**src/rtl/phy_pkg.sv**
```systemverilog
// Shared PHY definitions: pattern mode encodings, generator FSM states and
// 8b/10b K-code control characters used on the transmit lanes.
package phy_pkg;

  typedef enum logic [1:0] {
    MODE_FIXED   = 2'd0,
    MODE_CHECKER = 2'd1,
    MODE_COUNT   = 2'd2,
    MODE_PRBS    = 2'd3
  } mode_e;

  typedef enum logic [1:0] {
    ST_IDLE = 2'd0,
    ST_SEND = 2'd1,
    ST_GAP  = 2'd2,
    ST_DONE = 2'd3
  } gen_state_e;

  localparam logic [7:0] CODE_COM = 8'hBC;  // K28.5 comma
  localparam logic [7:0] CODE_IDL = 8'h7C;  // K28.3
  localparam logic [7:0] CODE_FTS = 8'h3C;  // K28.1
  localparam logic [7:0] CODE_BD  = 8'hBD;

  localparam logic [7:0] DEFAULT_IDLE_CODE = CODE_COM;

endpackage

```
**src/rtl/phy_prbs_step.sv**
```systemverilog
// One combinational step of a right-shifting Galois LFSR.
module phy_prbs_step #(
  parameter int                DATA_W    = 8,
  parameter logic [DATA_W-1:0] PRBS_POLY = 8'hB8
) (
  input  logic [DATA_W-1:0] cur,
  output logic [DATA_W-1:0] nxt
);

  assign nxt = (cur >> 1) ^ (cur[0] ? PRBS_POLY : '0);

endmodule

```
**src/rtl/phy_lane_pattern_gen.sv**
```systemverilog
// Multi-lane burst/gap pattern source for the PHY tx path: fixed, checkerboard,
// counting and PRBS words, each held HOLD_CYCLES clocks, with run control.
module phy_lane_pattern_gen
  import phy_pkg::*;
#(
  parameter int                NUM_LANES   = 4,
  parameter int                DATA_W      = 8,
  parameter logic [DATA_W-1:0] IDLE_CODE   = DEFAULT_IDLE_CODE,
  parameter int                HOLD_CYCLES = 11,
  parameter int                CNT_W       = 16,
  parameter logic [DATA_W-1:0] PRBS_POLY   = 8'hB8
) (
  input  logic                        clk_32f,
  input  logic                        rst,
  input  logic                        start,
  input  logic                        stop,
  input  logic                        continuous,
  input  logic [1:0]                  mode,
  input  logic [CNT_W-1:0]            burst_len,
  input  logic [CNT_W-1:0]            gap_len,
  input  logic [DATA_W-1:0]           seed,
  output logic [NUM_LANES*DATA_W-1:0] data_out,
  output logic [NUM_LANES-1:0]        valid_out,
  output logic [DATA_W-1:0]           idle_out,
  output logic                        busy,
  output logic                        done,
  output logic [CNT_W-1:0]            word_count
);

  localparam int HOLD_W = (HOLD_CYCLES > 1) ? $clog2(HOLD_CYCLES) : 1;
  localparam logic [HOLD_W-1:0] HOLD_LAST = HOLD_W'(HOLD_CYCLES - 1);
  localparam logic [NUM_LANES*DATA_W-1:0] IDLE_WORD = {NUM_LANES{IDLE_CODE}};

  gen_state_e          state;
  logic [HOLD_W-1:0]   hold_cnt;
  logic [CNT_W-1:0]    burst_idx, gap_idx, burst_q, gap_q;
  logic                cont_q;
  mode_e               mode_q;

  // Generator state describing the next word to be emitted
  logic [DATA_W-1:0]   base_q, lfsr_q;
  logic                ph_q;

  mode_e                       gen_mode;
  logic [DATA_W-1:0]           gen_base, gen_lfsr, nxt_base;
  logic                        gen_ph;
  logic [NUM_LANES*DATA_W-1:0] gen_word;
  logic [DATA_W-1:0]           chain [NUM_LANES+1];

  logic word_end, burst_last, gap_last, start_ok, stop_hit, load_word;

  assign idle_out = IDLE_CODE;

  // While idle the generator previews word 0 straight from the inputs
  always_comb begin
    if (state == ST_IDLE) begin
      gen_mode = mode_e'(mode);
      gen_base = seed;
      gen_ph   = 1'b0;
      gen_lfsr = (seed == '0) ? DATA_W'(1) : seed;
    end else begin
      gen_mode = mode_q;
      gen_base = base_q;
      gen_ph   = ph_q;
      gen_lfsr = lfsr_q;
    end
  end

  // Lane i carries the LFSR state after i steps; the word consumes NUM_LANES steps
  assign chain[0] = gen_lfsr;
  for (genvar g = 0; g < NUM_LANES; g++) begin : g_prbs
    phy_prbs_step #(
      .DATA_W    (DATA_W),
      .PRBS_POLY (PRBS_POLY)
    ) u_step (
      .cur (chain[g]),
      .nxt (chain[g+1])
    );
  end

  always_comb begin
    gen_word = '0;
    for (int i = 0; i < NUM_LANES; i++) begin
      case (gen_mode)
        MODE_FIXED:   gen_word[i*DATA_W +: DATA_W] = gen_base;
        MODE_CHECKER: gen_word[i*DATA_W +: DATA_W] = ((i % 2 == 0) ^ gen_ph) ? '1 : '0;
        MODE_COUNT:   gen_word[i*DATA_W +: DATA_W] = gen_base + DATA_W'(i);
        default:      gen_word[i*DATA_W +: DATA_W] = chain[i];
      endcase
    end
    nxt_base = (gen_mode == MODE_COUNT) ? gen_base + DATA_W'(NUM_LANES) : gen_base;
  end

  always_comb begin
    word_end   = (hold_cnt == HOLD_LAST);
    burst_last = (burst_idx == burst_q - 1'b1);
    gap_last   = (gap_idx == gap_q - 1'b1);
    start_ok   = start && !stop && (burst_len != '0);
    stop_hit   = stop && busy;
    load_word  = 1'b0;
    case (state)
      ST_IDLE: load_word = start_ok;
      ST_SEND: load_word = word_end && (!burst_last || (gap_q == '0 && cont_q));
      ST_GAP:  load_word = word_end && gap_last && cont_q;
      default: load_word = 1'b0;
    endcase
    if (stop_hit) load_word = 1'b0;
  end

  always_ff @(posedge clk_32f or negedge rst) begin
    if (!rst) begin
      state      <= ST_IDLE;
      data_out   <= IDLE_WORD;
      valid_out  <= '0;
      busy       <= 1'b0;
      done       <= 1'b0;
      word_count <= '0;
      hold_cnt   <= '0;
      burst_idx  <= '0;
      gap_idx    <= '0;
      burst_q    <= '0;
      gap_q      <= '0;
      cont_q     <= 1'b0;
      mode_q     <= MODE_FIXED;
      base_q     <= '0;
      lfsr_q     <= '0;
      ph_q       <= 1'b0;
    end else begin
      done <= 1'b0;
      if (stop_hit) begin
        state     <= ST_IDLE;
        busy      <= 1'b0;
        data_out  <= IDLE_WORD;
        valid_out <= '0;
      end else begin
        case (state)
          ST_IDLE: begin
            if (start_ok) begin
              state      <= ST_SEND;
              busy       <= 1'b1;
              word_count <= '0;
              hold_cnt   <= '0;
              burst_idx  <= '0;
              mode_q     <= mode_e'(mode);
              burst_q    <= burst_len;
              gap_q      <= gap_len;
              cont_q     <= continuous;
            end
          end
          ST_SEND, ST_GAP: begin
            hold_cnt <= word_end ? '0 : hold_cnt + 1'b1;
            if (word_end && state == ST_SEND) begin
              if (word_count != '1) word_count <= word_count + 1'b1;
              burst_idx <= burst_last ? '0 : burst_idx + 1'b1;
              if (burst_last && gap_q != '0) begin
                state     <= ST_GAP;
                gap_idx   <= '0;
                data_out  <= IDLE_WORD;
                valid_out <= '0;
              end else if (burst_last && !cont_q) begin
                state     <= ST_DONE;
                busy      <= 1'b0;
                done      <= 1'b1;
                data_out  <= IDLE_WORD;
                valid_out <= '0;
              end
            end else if (word_end) begin
              gap_idx <= gap_idx + 1'b1;
              if (gap_last && cont_q) begin
                state <= ST_SEND;
              end else if (gap_last) begin
                state <= ST_DONE;
                busy  <= 1'b0;
                done  <= 1'b1;
              end
            end
          end
          default: state <= ST_IDLE;
        endcase
        if (load_word) begin
          data_out  <= gen_word;
          valid_out <= '1;
          base_q    <= nxt_base;
          ph_q      <= ~gen_ph;
          lfsr_q    <= chain[NUM_LANES];
        end
      end
    end
  end

endmodule

```
**config.mk**
```make
export PLATFORM = sky130hd
export DESIGN_NAME = phy_lane_pattern_gen
export DESIGN_NICKNAME = d
export VERILOG_FILES = /design/src/rtl/phy_pkg.sv /design/src/rtl/phy_prbs_step.sv /design/src/rtl/phy_lane_pattern_gen.sv
export SDC_FILE = /design/constraint.sdc
export NUM_CORES = 1
export LEC_CHECK = 0
export CAP_MARGIN = 10
export CORE_UTILIZATION = 50
export CTS_CLUSTER_DIAMETER = 80
export CTS_CLUSTER_SIZE = 12
export DETAILED_ROUTE_END_ITERATION = 7
export PLACE_DENSITY = 0.83
export SYNTH_ARGS = -nofsm -noshare
export SYNTH_HDL_FRONTEND = slang
export SYNTH_HIERARCHICAL = 1
export SYNTH_SLANG_ARGS = --single-unit
```
**constraint.sdc**
```tcl
create_clock -name clk_32f -period 4.8 [get_ports clk_32f]
set_input_delay 1.44 -clock clk_32f [delete_from_list [all_inputs] [get_ports clk_32f]]
set_output_delay 1.44 -clock clk_32f [all_outputs]
set_load 0.005 [all_outputs]
```
# Yosys cells after proc, flatten, opt, wreduce, memory -nomap -nowiden
# Index checks and enable logic that the tools add are counted.
dict set report op_classes {
  addsub 10
  n_eq_ne 20
  muxes 69
  n_bitwise 6
  reduce_logical 38
}
# operator n
set ops {}
lappend ops {{2-to-1 mux 32 bit} 6}
lappend ops {{2-to-1 mux 16 bit} 8}
lappend ops {{2-to-1 mux 8 bit} 10}
lappend ops {{one-hot mux 8 bit (3 select lines)} 3}
lappend ops {{one-hot mux 16 bit (2 select lines)} 2}
lappend ops {{adder 16 x 1 -> 16 bit, second input constant} 3}
lappend ops {{equality test 16 bit} 2}
lappend ops {{2-to-1 mux 4 bit} 8}
lappend ops {{nonzero test 16 bit} 2}
lappend ops {{subtractor 16 x 1 -> 16 bit, second input constant} 2}
lappend ops {{bitwise XOR 7 x 8 -> 8 bit} 4}
lappend ops {{!= test 4 bit, second input constant} 5}
lappend ops {{2-to-1 mux 1 bit} 18}
lappend ops {{2-to-1 mux 2 bit} 9}
lappend ops {{adder 8 x 2 -> 8 bit, second input constant} 2}
lappend ops {{zero test 16 bit} 1}
lappend ops {{!= test 16 bit, second input constant} 1}
lappend ops {{one-hot mux 8 bit (2 select lines)} 1}
lappend ops {{AND reduction 4 bit} 3}
lappend ops {{logical AND 1 bit} 11}
lappend ops {{!= test 5 bit, second input constant} 2}
lappend ops {{AND reduction 3 bit} 3}
lappend ops {{nonzero test 3 bit} 3}
lappend ops {{adder 8 x 1 -> 8 bit, second input constant} 1}
lappend ops {{other kinds (23)} 33}
dict set report word_totals {
  reg_bits 144
  output_inout_bits 62
}

# Longest topological paths before layout
# Gate-level depths: netlist of the first run.
dict set report depth {
  depth_word 12
  ltp_mapped 14
  ltp_nobuf 13
}

# By module
# The synthesis of the first run kept the hierarchy.
# mod n_inst cells_each area_each_um2 seq_area_each_um2
set by_module_without_submodules {}
lappend by_module_without_submodules {phy_lane_pattern_gen 1 943 8795.9 3553.4}
lappend by_module_without_submodules {phy_prbs_step 4 8 63.8 0.0}

# Worst setup path after synthesis of the first run
# No wires, ideal clock.
dict set report synth_path {
  path_type {input port to flip-flop}
  startpoint {in stop}
  endpoint {reg burst_idx[15]}
  t_arrival_ps 3274
  t_required_ps 4670
  setup_slack_ps 1396
  cell_stages 9
  n_path_buf 0
  path_cell_list {nand2b_1 > a41oi_1 > nand2b_1 > o2111ai_1 > or4_1 > nor2_1 > nand3_1 > xor2_1 > nor2_1}
}
dict set report synth_between {
  elab_chain_len 5
  elab_cells_between_ends 7
  cone_classes {eq/ne: 1; bitwise: 1; reduce/logical: 5}
}
# element line_no
set synth_rtl {}
lappend synth_rtl {{from (decl)} phy_lane_pattern_gen.sv:16} ;# input logic stop,
lappend synth_rtl {{zero test 1 bit} phy_lane_pattern_gen.sv:98} ;# start_ok = start && !stop && (burst_len != '0);
lappend synth_rtl {{logical AND 1 bit (2 in a row)} phy_lane_pattern_gen.sv:98}
lappend synth_rtl {{!= test 2 bit (no line)} --}
lappend synth_rtl {{AND reduction 4 bit (no line) *} --}
lappend synth_rtl {{to (signal assigned)} phy_lane_pattern_gen.sv:154} ;# burst_idx <= burst_last ? '0 : burst_idx + 1'b1;
lappend synth_rtl {{to (decl)} phy_lane_pattern_gen.sv:36} ;# logic [CNT_W-1:0] burst_idx, gap_idx, burst_q, gap_q;
# Every way passes the cells marked *; elsewhere a longest branch is shown, timed or not.
# A chain may end at the register's enable or synchronous reset.

# Worst setup path after layout of the first run
dict set report layout_path {
  startpoint {reg burst_q[2]}
  endpoint {reg data_out[12]}
}
dict set report layout_between {
  elab_chain_len 9
  elab_cells_between_ends 18
  cone_classes {add/sub: 1; eq/ne: 1; mux: 7; reduce/logical: 9}
}
# element line_no
set layout_rtl {}
lappend layout_rtl {{from (decl)} phy_lane_pattern_gen.sv:36}
lappend layout_rtl {{from (signal assigned)} phy_lane_pattern_gen.sv:145} ;# burst_q <= burst_len;
lappend layout_rtl {{subtractor 16 x 1 -> 16 bit *} phy_lane_pattern_gen.sv:96} ;# burst_last = (burst_idx == burst_q - 1'b1);
lappend layout_rtl {{equality test 16 bit *} phy_lane_pattern_gen.sv:96}
lappend layout_rtl {{zero test 1 bit} phy_lane_pattern_gen.sv:103} ;# ST_SEND: load_word = word_end && (!burst_last || (gap_q == '0 && cont_q));
lappend layout_rtl {{logical OR 1 bit} phy_lane_pattern_gen.sv:103}
lappend layout_rtl {{logical AND 1 bit} phy_lane_pattern_gen.sv:103}
lappend layout_rtl {{one-hot mux 1 bit (3 select lines)} phy_lane_pattern_gen.sv:101} ;# case (state)
lappend layout_rtl {{2-to-1 mux 1 bit} phy_lane_pattern_gen.sv:107} ;# if (stop_hit) load_word = 1'b0;
lappend layout_rtl {{nonzero test 4 bit (no line) (tied with other cells)} --}
lappend layout_rtl {{AND reduction 3 bit (no line) or 2-to-1 mux 32 bit (tied branches)} --}
lappend layout_rtl {{to (signal assigned)} phy_lane_pattern_gen.sv:181} ;# data_out <= gen_word;
lappend layout_rtl {{to (decl)} phy_lane_pattern_gen.sv:22} ;# output logic [NUM_LANES*DATA_W-1:0] data_out,
# Every way passes the cells marked *; elsewhere a longest branch is shown, timed or not. The select of a mux whose other input is x is not followed.

==> results by group, run 1 <==
Yosys
  – Synth Warn #: 6
  – Top FF cell, synth: dfrtp_1
  – Distinct cells, synth: 72
  – Sequential share of the synthesized area: between 30% and 40%
  – Post-Synth XOR/XNOR Area: between 8 and 9%
  – Yosys reg bits: 141
  – Avg Cell Area, Syn: roughly 9.3 um^2
  – Area share of fa/ha/maj cells after synthesis: 2.21%
  – Async SR Flop Fraction: 100%
  – Post-synth EDFFs: 0
  – Area fraction of the dominant cell type after synthesis: 33.5%
  – Yosys top cell by area: dfrtp_1
  – Syn Std Cell Area: 9050 um^2
  – Mapped Cells: ~980
  – Simple-Gate Fraction of Synth Area: 19.5%
  – Compound-gate portion of the synthesized area: between 10% and 20%
  – Top cells by area, synth: dfrtp_1 33%, mux2_2 6.0%, dfstp_2 5.8%, xor2_1 4.6%, xnor2_1 4.4%
  – Main combinational cell family by area after synthesis: simple AND/OR/NAND/NOR gates
  – Post-synthesis mux area share: 10.3%

Clock tree
  – CTS sink cnt: approximately 140
  – Root buffer cell: clkbuf_16
  – Clock latency on the worst-skew pair: approximately 0.43 ns
  – Post CTS Setup Buffer Count: 0
  – Cts bufs inserted: 17
  – Clock buffer depth: 2
  – CTS tree: done
  – Hold buffers post-CTS: 0
  – Worst-path clk slew: 0.06 ns
  – Post_cts resized: 0
  – H-Tree Depth: 4

Global routing
  – First-pass GRT wire length: roughly 36000 um
  – Initial antenna violation count: 0
  – Global-route usage over all layers: between 20 and 25%
  – GRT Residual Overflow: 0
  – Largest net degree at the start of global routing: between 100 and 150
  – Vias in the first global route: between 7000 and 8000

Timing
  – Max frequency: approximately 0.25 GHz
  – Max-slew violations: 0
  – Min Hold Slack: about 0.5 ns
  – Setup violators final: 0
  – Slew margin rel.: 18.3%
  – RSZ-0062 raised after global routing: false
  – Layout Skew: 0.0146 ns
  – TNS Setup: 0 ns
  – Final Hold Vio Count: 0
  – Period Utilization, post-route: 83.0%
  – Slew @ Worst Pin: 1.22 ns
  – Min cycle time layout: about 4.0 ns

Power
  – Psw: 3.03 mW
  – Comb power frac: approximately 53%
  – Maximum VDD drop: around 350 uV
  – PwrDens: slightly below 700 nW/um^2
  – Internal power: roughly 4.2 mW
  – Clk network pwr share: about a fifth
  – Leak: approximately 4.4 nW
  – Sequential Power Share: ~29%
  – Switch share: 42.1%

Place
  – Placer Congestion: approximately 1
  – IO Port Bufs: 100
  – DP Area: 10100 um^2
  – Post-DP HPWL: ~15000 um

Detailed routing
  – Uppermost layer routed: met4
  – WL met3: 1310 um
  – DRT met1 WL: about 10000 um
  – Vias per cell: approximately 5.9
  – Drt drc: 0
  – Wirelength per Cell: roughly 17 um
  – 1st-iter DRT viols: about 800
  – DRT antenna net count: 0
  – WL final: roughly 22000 um
  – Drt pass-1 iters: 5
  – DR vias: between 7000 and 8000
  – Met2 wire len: 10100 um

Layout
  – Layout cell share with drive strength beyond 1: between 10% and 20%
  – # diodes: 0
  – Final instance area: 10700 um^2
  – Syn-to-layout area delta: 17.9%
  – Fillcell total: between 1000 and 1500
  – Nets: ~1100

Floorplanning
  – # IOs: ~110
  – Die Y: between 100 and 150 um
  – Initial core utilization: between 50% and 60%
  – Core area: approximately 17000 um^2
  – Die ar.: 18600 um^2
  – DIE WIDTH: 137 um
  – Row count: 48

Critical path
  – Delay-heaviest family, CP: simple AND/OR/NAND/NOR gates
  – Startpoint types: flop
  – Slowest-stage cell, CP: or2_1
  – Critical Path Fanout Max: 20
  – Worst Path Required: about 5.2 ns
  – Critical path, cell by cell: or4_4 -> or3_1 -> a2111oi_0 -> and4_1 -> nand3_2 -> or3_4 -> o21ai_1 -> or2_1 -> a2bb2oi_1
  – Critical path arrival: about 4.3 ns
  – WS Path Type: reg2reg
  – Buf/Inv on CP: 0
  – Crit path largest cell delay: 0.68 ns
  – Crit. End Element: flop

Min path
  – Worst hold path type: reg2reg

Outcome
  – Status: finished, final reports clean

Run
  – Max-cap violation count: 0
==> kinds of logic after synthesis <==
kind of cell,Yosys count
and+or+nand+nor,350
AOI/OAI and AO/OA,186
DFF,141
buffers and inverters,106
xor gates and xnor gates,93
muxes,81
adders and majority gates,16
other,2
==> synth_stat cells, types with 3 or more instances <==
cell type / n
a31oi_1: 7
ha_1: 16
mux2_4: 12
o21ai_0: 55
dfrtp_1: 121
buf_6: 5
or4_1: 8
o21ba_2: 5
nand4b_1: 3
dfstp_2: 20
o21ai_1: 3
mux2i_1: 21
o22ai_1: 5
and3_1: 11
nand3b_1: 4
a32o_1: 4
a22o_1: 11
nand4_1: 20
mux2_2: 48
a21oi_1: 44
clkbuf_1: 29
nand3_1: 29
o31ai_1: 5
inv_1: 30
buf_2: 6
nor3_1: 35
o211ai_1: 4
xor2_1: 48
nor2_1: 86
buf_4: 32
nand2_1: 85
nor3b_1: 5
a211o_1: 3
or3_1: 14
nand2b_1: 5
a2bb2oi_1: 20
o41ai_1: 4
xnor2_1: 45
or2_2: 3
nor4_1: 15
nor2b_1: 9
o21a_1: 4
==> cell type report <==
cell class | count | area [um^2] | share of cell area, %
Clock buffer | 26 | 563 | 5.28
Clock inverter | 6 | 40.0 | 0.375
Inverter | 31 | 116 | 1.09
Multi-Input combinational cell | 734 | 4980 | 46.7
Sequential cell | 141 | 3550 | 33.3
Tap cell | 225 | 282 | 2.64
Timing Repair Buffer | 118 | 1140 | 10.7
==> cell usage in the layout (no fill, tap or decap), drive strengths merged, types with 33 or more instances in the layout <==
master,instances
nor2,88
clkdlybuf4s50,99
a21oi,44
o21ai,59
nor3,36
dfrtp,121
nand2,85
inv,33
mux2,60
xnor2,45
xor2,48
==> flip-flops by register name (all words and copies together), names as in the netlist, 4 cells and up <==
name        count
gap_q          16
lfsr_q          8
base_q          8
burst_q        16
data_out       32
hold_cnt        4
word_count     16
gap_idx        16
burst_idx      16
==> layer usage <==
metal / GRT usage, % / vias to the layer above
met2: 37.6 / 274
li1: - / 3581
met1: 34.2 / 3710
met4: 10.6 / 0
met3: 4.74 / 50
met5: 0 / -
==> stage by stage <==
step	total power, mW	setup WS, ns	cells	util (%)
after detailed placement	5.75	0.626	1249	57.6
after global placement	5.68	0.689	1249	57.6
after global routing	7.66	0.570	1281	61.1
final	7.19	0.815	1281	61.1
after floorplan	4.88	1.40	981	-
after CTS	7.14	0.833	1281	61.1
==> power groups by stage <==
stage | logic, mW | clock network, mW | registers (mW)
3_3_place_gp | 3.62 | 0 | 2.05
3_5_place_dp | 3.69 | 0 | 2.06
6_report | 3.79 | 1.34 | 2.06
4_1_cts | 3.74 | 1.35 | 2.05
5_1_grt | 4.13 | 1.41 | 2.12
2_1_floorplan | 2.95 | 0 | 1.93
==> final timing paths <==
kind / startpoint / end / slack [ns] / cells after the start
hold reg to reg: data_out[25] / data_out[25] / 0.50 / 1
setup / recovery: burst_q[2] / data_out[12] / 0.81 / 9
min in group asynchronous: rst / gap_q[11] / 1.14 / 1
hold / removal: data_out[25] / data_out[25] / 0.50 / 1
max in group asynchronous: rst / data_out[23] / 2.75 / 2
setup reg to reg: burst_q[2] / data_out[12] / 0.81 / 9
(Power assumes the default switching activity.)
==> run 2: changes to the inputs <==
PLACE_DENSITY = 0.86   (was 0.83)
clock period = 3.38 ns   (was 4.8 ns; I/O delays follow)
==> run 2 against run 1 <==
  * The flow now finishes with violations (negative setup slack)
  * Utilization up 5.9 points
  * First-iteration DRC count fell by 5.0%
  * Clock power up 49%
  * Flip-flop and latch count unchanged
  * Combinational power increased by 78%
  * Power rose by 61%
  * Global-route usage grew 2.2 points
  * Routed wire length rose by 13%
  * Setup slack worse by 0.94 ns
  * Die area stayed put
  * Worst hold slack got worse by 0.0029 ns
  * Largest cell class unchanged
  * Largest power group unchanged
  * Highest routed layer unchanged
==> results by group, run 2 (synthesis gave the netlist of run 1 again) <==
Critical path
  – Crit. End Element: flop
  – Startpoint types: flop
  – WS Path Type: reg2reg
  – Critical Path Fanout Max: 20 (unchanged)
  – Critical path arrival: 3.84 ns (-0.50 ns)
  – Worst Path Required: 3.71 ns (-1.44 ns)

Detailed routing
  – DR vias: 8209 (+7.8%)
  – 1st-iter DRT viols: 763 (-5.0%)
  – Drt drc: 0 (unchanged)
  – Drt pass-1 iters: 6 (+1)
  – WL final: 24800 um (+13%)
  – DRT antenna net count: 0 (unchanged)
  – Vias per cell: 5.99 (+0.72%)
  – Wirelength per Cell: 18.1 um (+6.0%)

Timing
  – Final Hold Vio Count: 0 (unchanged)
  – Min cycle time layout: 3.51 ns (-0.476 ns)
  – Max-slew violations: 0 (unchanged)
  – Max frequency: 0.285 GHz (+14%)
  – TNS Setup: -1.66 ns (-1.66 ns)
  – Period Utilization, post-route: 104% (+21 points)
  – RSZ-0062 raised after global routing: true
  – Setup violators final: 38 (+38)
  – Slew margin rel.: 20.6% (+2.3 points)
  – Slew @ Worst Pin: 1.18 ns (-0.0424 ns)
  – Layout Skew: 0.0106 ns (-0.00403 ns)
  – Setup WS post-layout: -0.129 ns (-0.944 ns)

Global routing
  – Largest net degree at the start of global routing: 84 (-21%)
  – First-pass GRT wire length: 39200 um (+8.4%)
  – GRT Residual Overflow: 0 (unchanged)
  – Vias in the first global route: 7905 (+9.3%)
  – Global-route usage over all layers: 26.9% (+2.2 points)
  – Initial antenna violation count: 0 (unchanged)

Layout
  – Commonest cells after routing, fill and taps aside: 121 x dfrtp_1, 99 x clkdlybuf4s50_1, 96 x buf_4, 84 x nand2_1, 82 x nor2_1
  – Top reg by flops: data_out
  – Area of the multi-input gates: 5200 um^2 (+4.5%)
  – Max reg flops: 32 (unchanged)
  – Commonest non-fill, non-tap cell in the layout: dfrtp_1
  – # diodes: 0 (unchanged)
  – Layout cell share with drive strength beyond 1: 24.0% (+10 points)
  – Fillcell total: 1273 (-11%)
  – Nets: 1197 (+8.2%)
  – Syn-to-layout area delta: 29.3%
  – Final Util: 67.0% (+5.9 points)
  – Seq. cell area: 3550 um^2 (unchanged)

Clock tree
  – Worst-path clk slew: 0.06 ns (about the same)
  – CTS sink cnt: 141 (unchanged)
  – Root buffer cell: clkbuf_16
  – Clock latency on the worst-skew pair: 0.43 ns (about the same)
  – Cts bufs inserted: 17 (unchanged)
  – Clock buffer depth: 2 (unchanged)
  – H-Tree Depth: 4 (unchanged)
  – CTS tree: done

Floorplanning
  – Row count: 48 (unchanged)
  – Die Y: 137 um (unchanged)
  – DIE WIDTH: 137 um (unchanged)
  – Initial core utilization: 51.8% (unchanged)
  – # IOs: 109 (unchanged)
  – Core area: 17500 um^2 (unchanged)
  – Die ar.: 18600 um^2 (unchanged)

Power
  – Maximum VDD drop: 675 uV (+93%)
  – Leak: 4.94 nW (+12%)
  – Pwr Total: 11.6 mW (+61%)
  – PwrDens: 992 nW/um^2 (+47%)

Outcome
  – Status: finished with violations
  – Failing checks: negative setup slack

Place
  – IO Port Bufs: 100 (unchanged)
  – Placer Congestion: 0.932 (-5.8%)
  – Post-DP HPWL: 16800 um (+11%)

Run
  – Max-cap violation count: 0 (unchanged)

Min path
  – Worst hold path type: reg2reg
==> run 2: routing by layer <==
layer	vias to the layer above	global-route usage, %	share of wire [%]
li1	3768	-	-
met1	4029	35.9	43
met2	357	42.8	48
met3	55	5.15	6.4
met4	0	11.0	2.4
met5	-	0	0
==> run 2: final timing paths <==
path                            cells after the start         from           end  slack (ns)
worst max-delay path                               13   burst_q[0]  data_out[19]       -0.13
worst min-delay path                                1  data_out[9]   data_out[9]        0.49
worst max register to register                     13   burst_q[0]  data_out[19]       -0.13
worst min register to register                      1  data_out[9]   data_out[9]        0.49
max in group asynchronous                           2          rst    burst_q[0]        2.06
min in group asynchronous                           1          rst      gap_q[9]        0.58
==> run 2: stage by stage <==
| stage | worst slack (ns) | hold WS [ns] | area [um^2] | cells |
|---|---|---|---|---|
| after CTS | -0.0569 | 0.499 | 11500 | 1365 |
| after global placement | -0.224 | 0.478 | 10700 | 1331 |
| final | -0.129 | 0.495 | 11700 | 1371 |
| after detailed placement | -0.369 | 0.486 | 10700 | 1331 |
| after global routing | -0.210 | 0.506 | 11700 | 1371 |
| after floorplan | 0.155 | 0.462 | 9070 | 981 |
==> run 2: timing repair <==
item,CTS,global route
setup buffers,2,4
gates cloned,1,2
hold buffers,0,0
pin swaps,4,19
setup endpoints to repair,67,79
resized for setup,21,34
==> run 2: cell type report <==
type	instances	area share (%)
clock buffer	17	3.63
inverter	31	0.994
multi-input combinational	734	44.5
timing repair buffer	209	16.5
clock inverter	14	1.65
sequential	141	30.4
tap	225	2.41
==> run 2: power by group <==
part / switching [mW] / internal [mW]
combinational: 3.48 / 3.25
sequential: 0.544 / 2.33
clock: 0.767 / 1.23
total: 4.79 / 6.81
==> run 2: worst max-delay path, cell delays in order, from the launching register on <==
cell       delay [ns]
dfrtp_1          0.41
or4_4            0.54
buf_4            0.18
nor3_2           0.12
mux2_2           0.37
o21ai_2          0.15
buf_4            0.14
nand3_2          0.10
buf_6            0.16
or3_4            0.41
o21ai_2          0.22
or2_4            0.18
buf_12           0.17
a2bb2oi_1        0.24
==> run 3: changes to the inputs <==
CAP_MARGIN = unset   (was 10)
CTS_CLUSTER_SIZE = 28   (was 12)
==> results of run 3 <==
The final DEF is identical to that of run 2; final timing and power are the same.
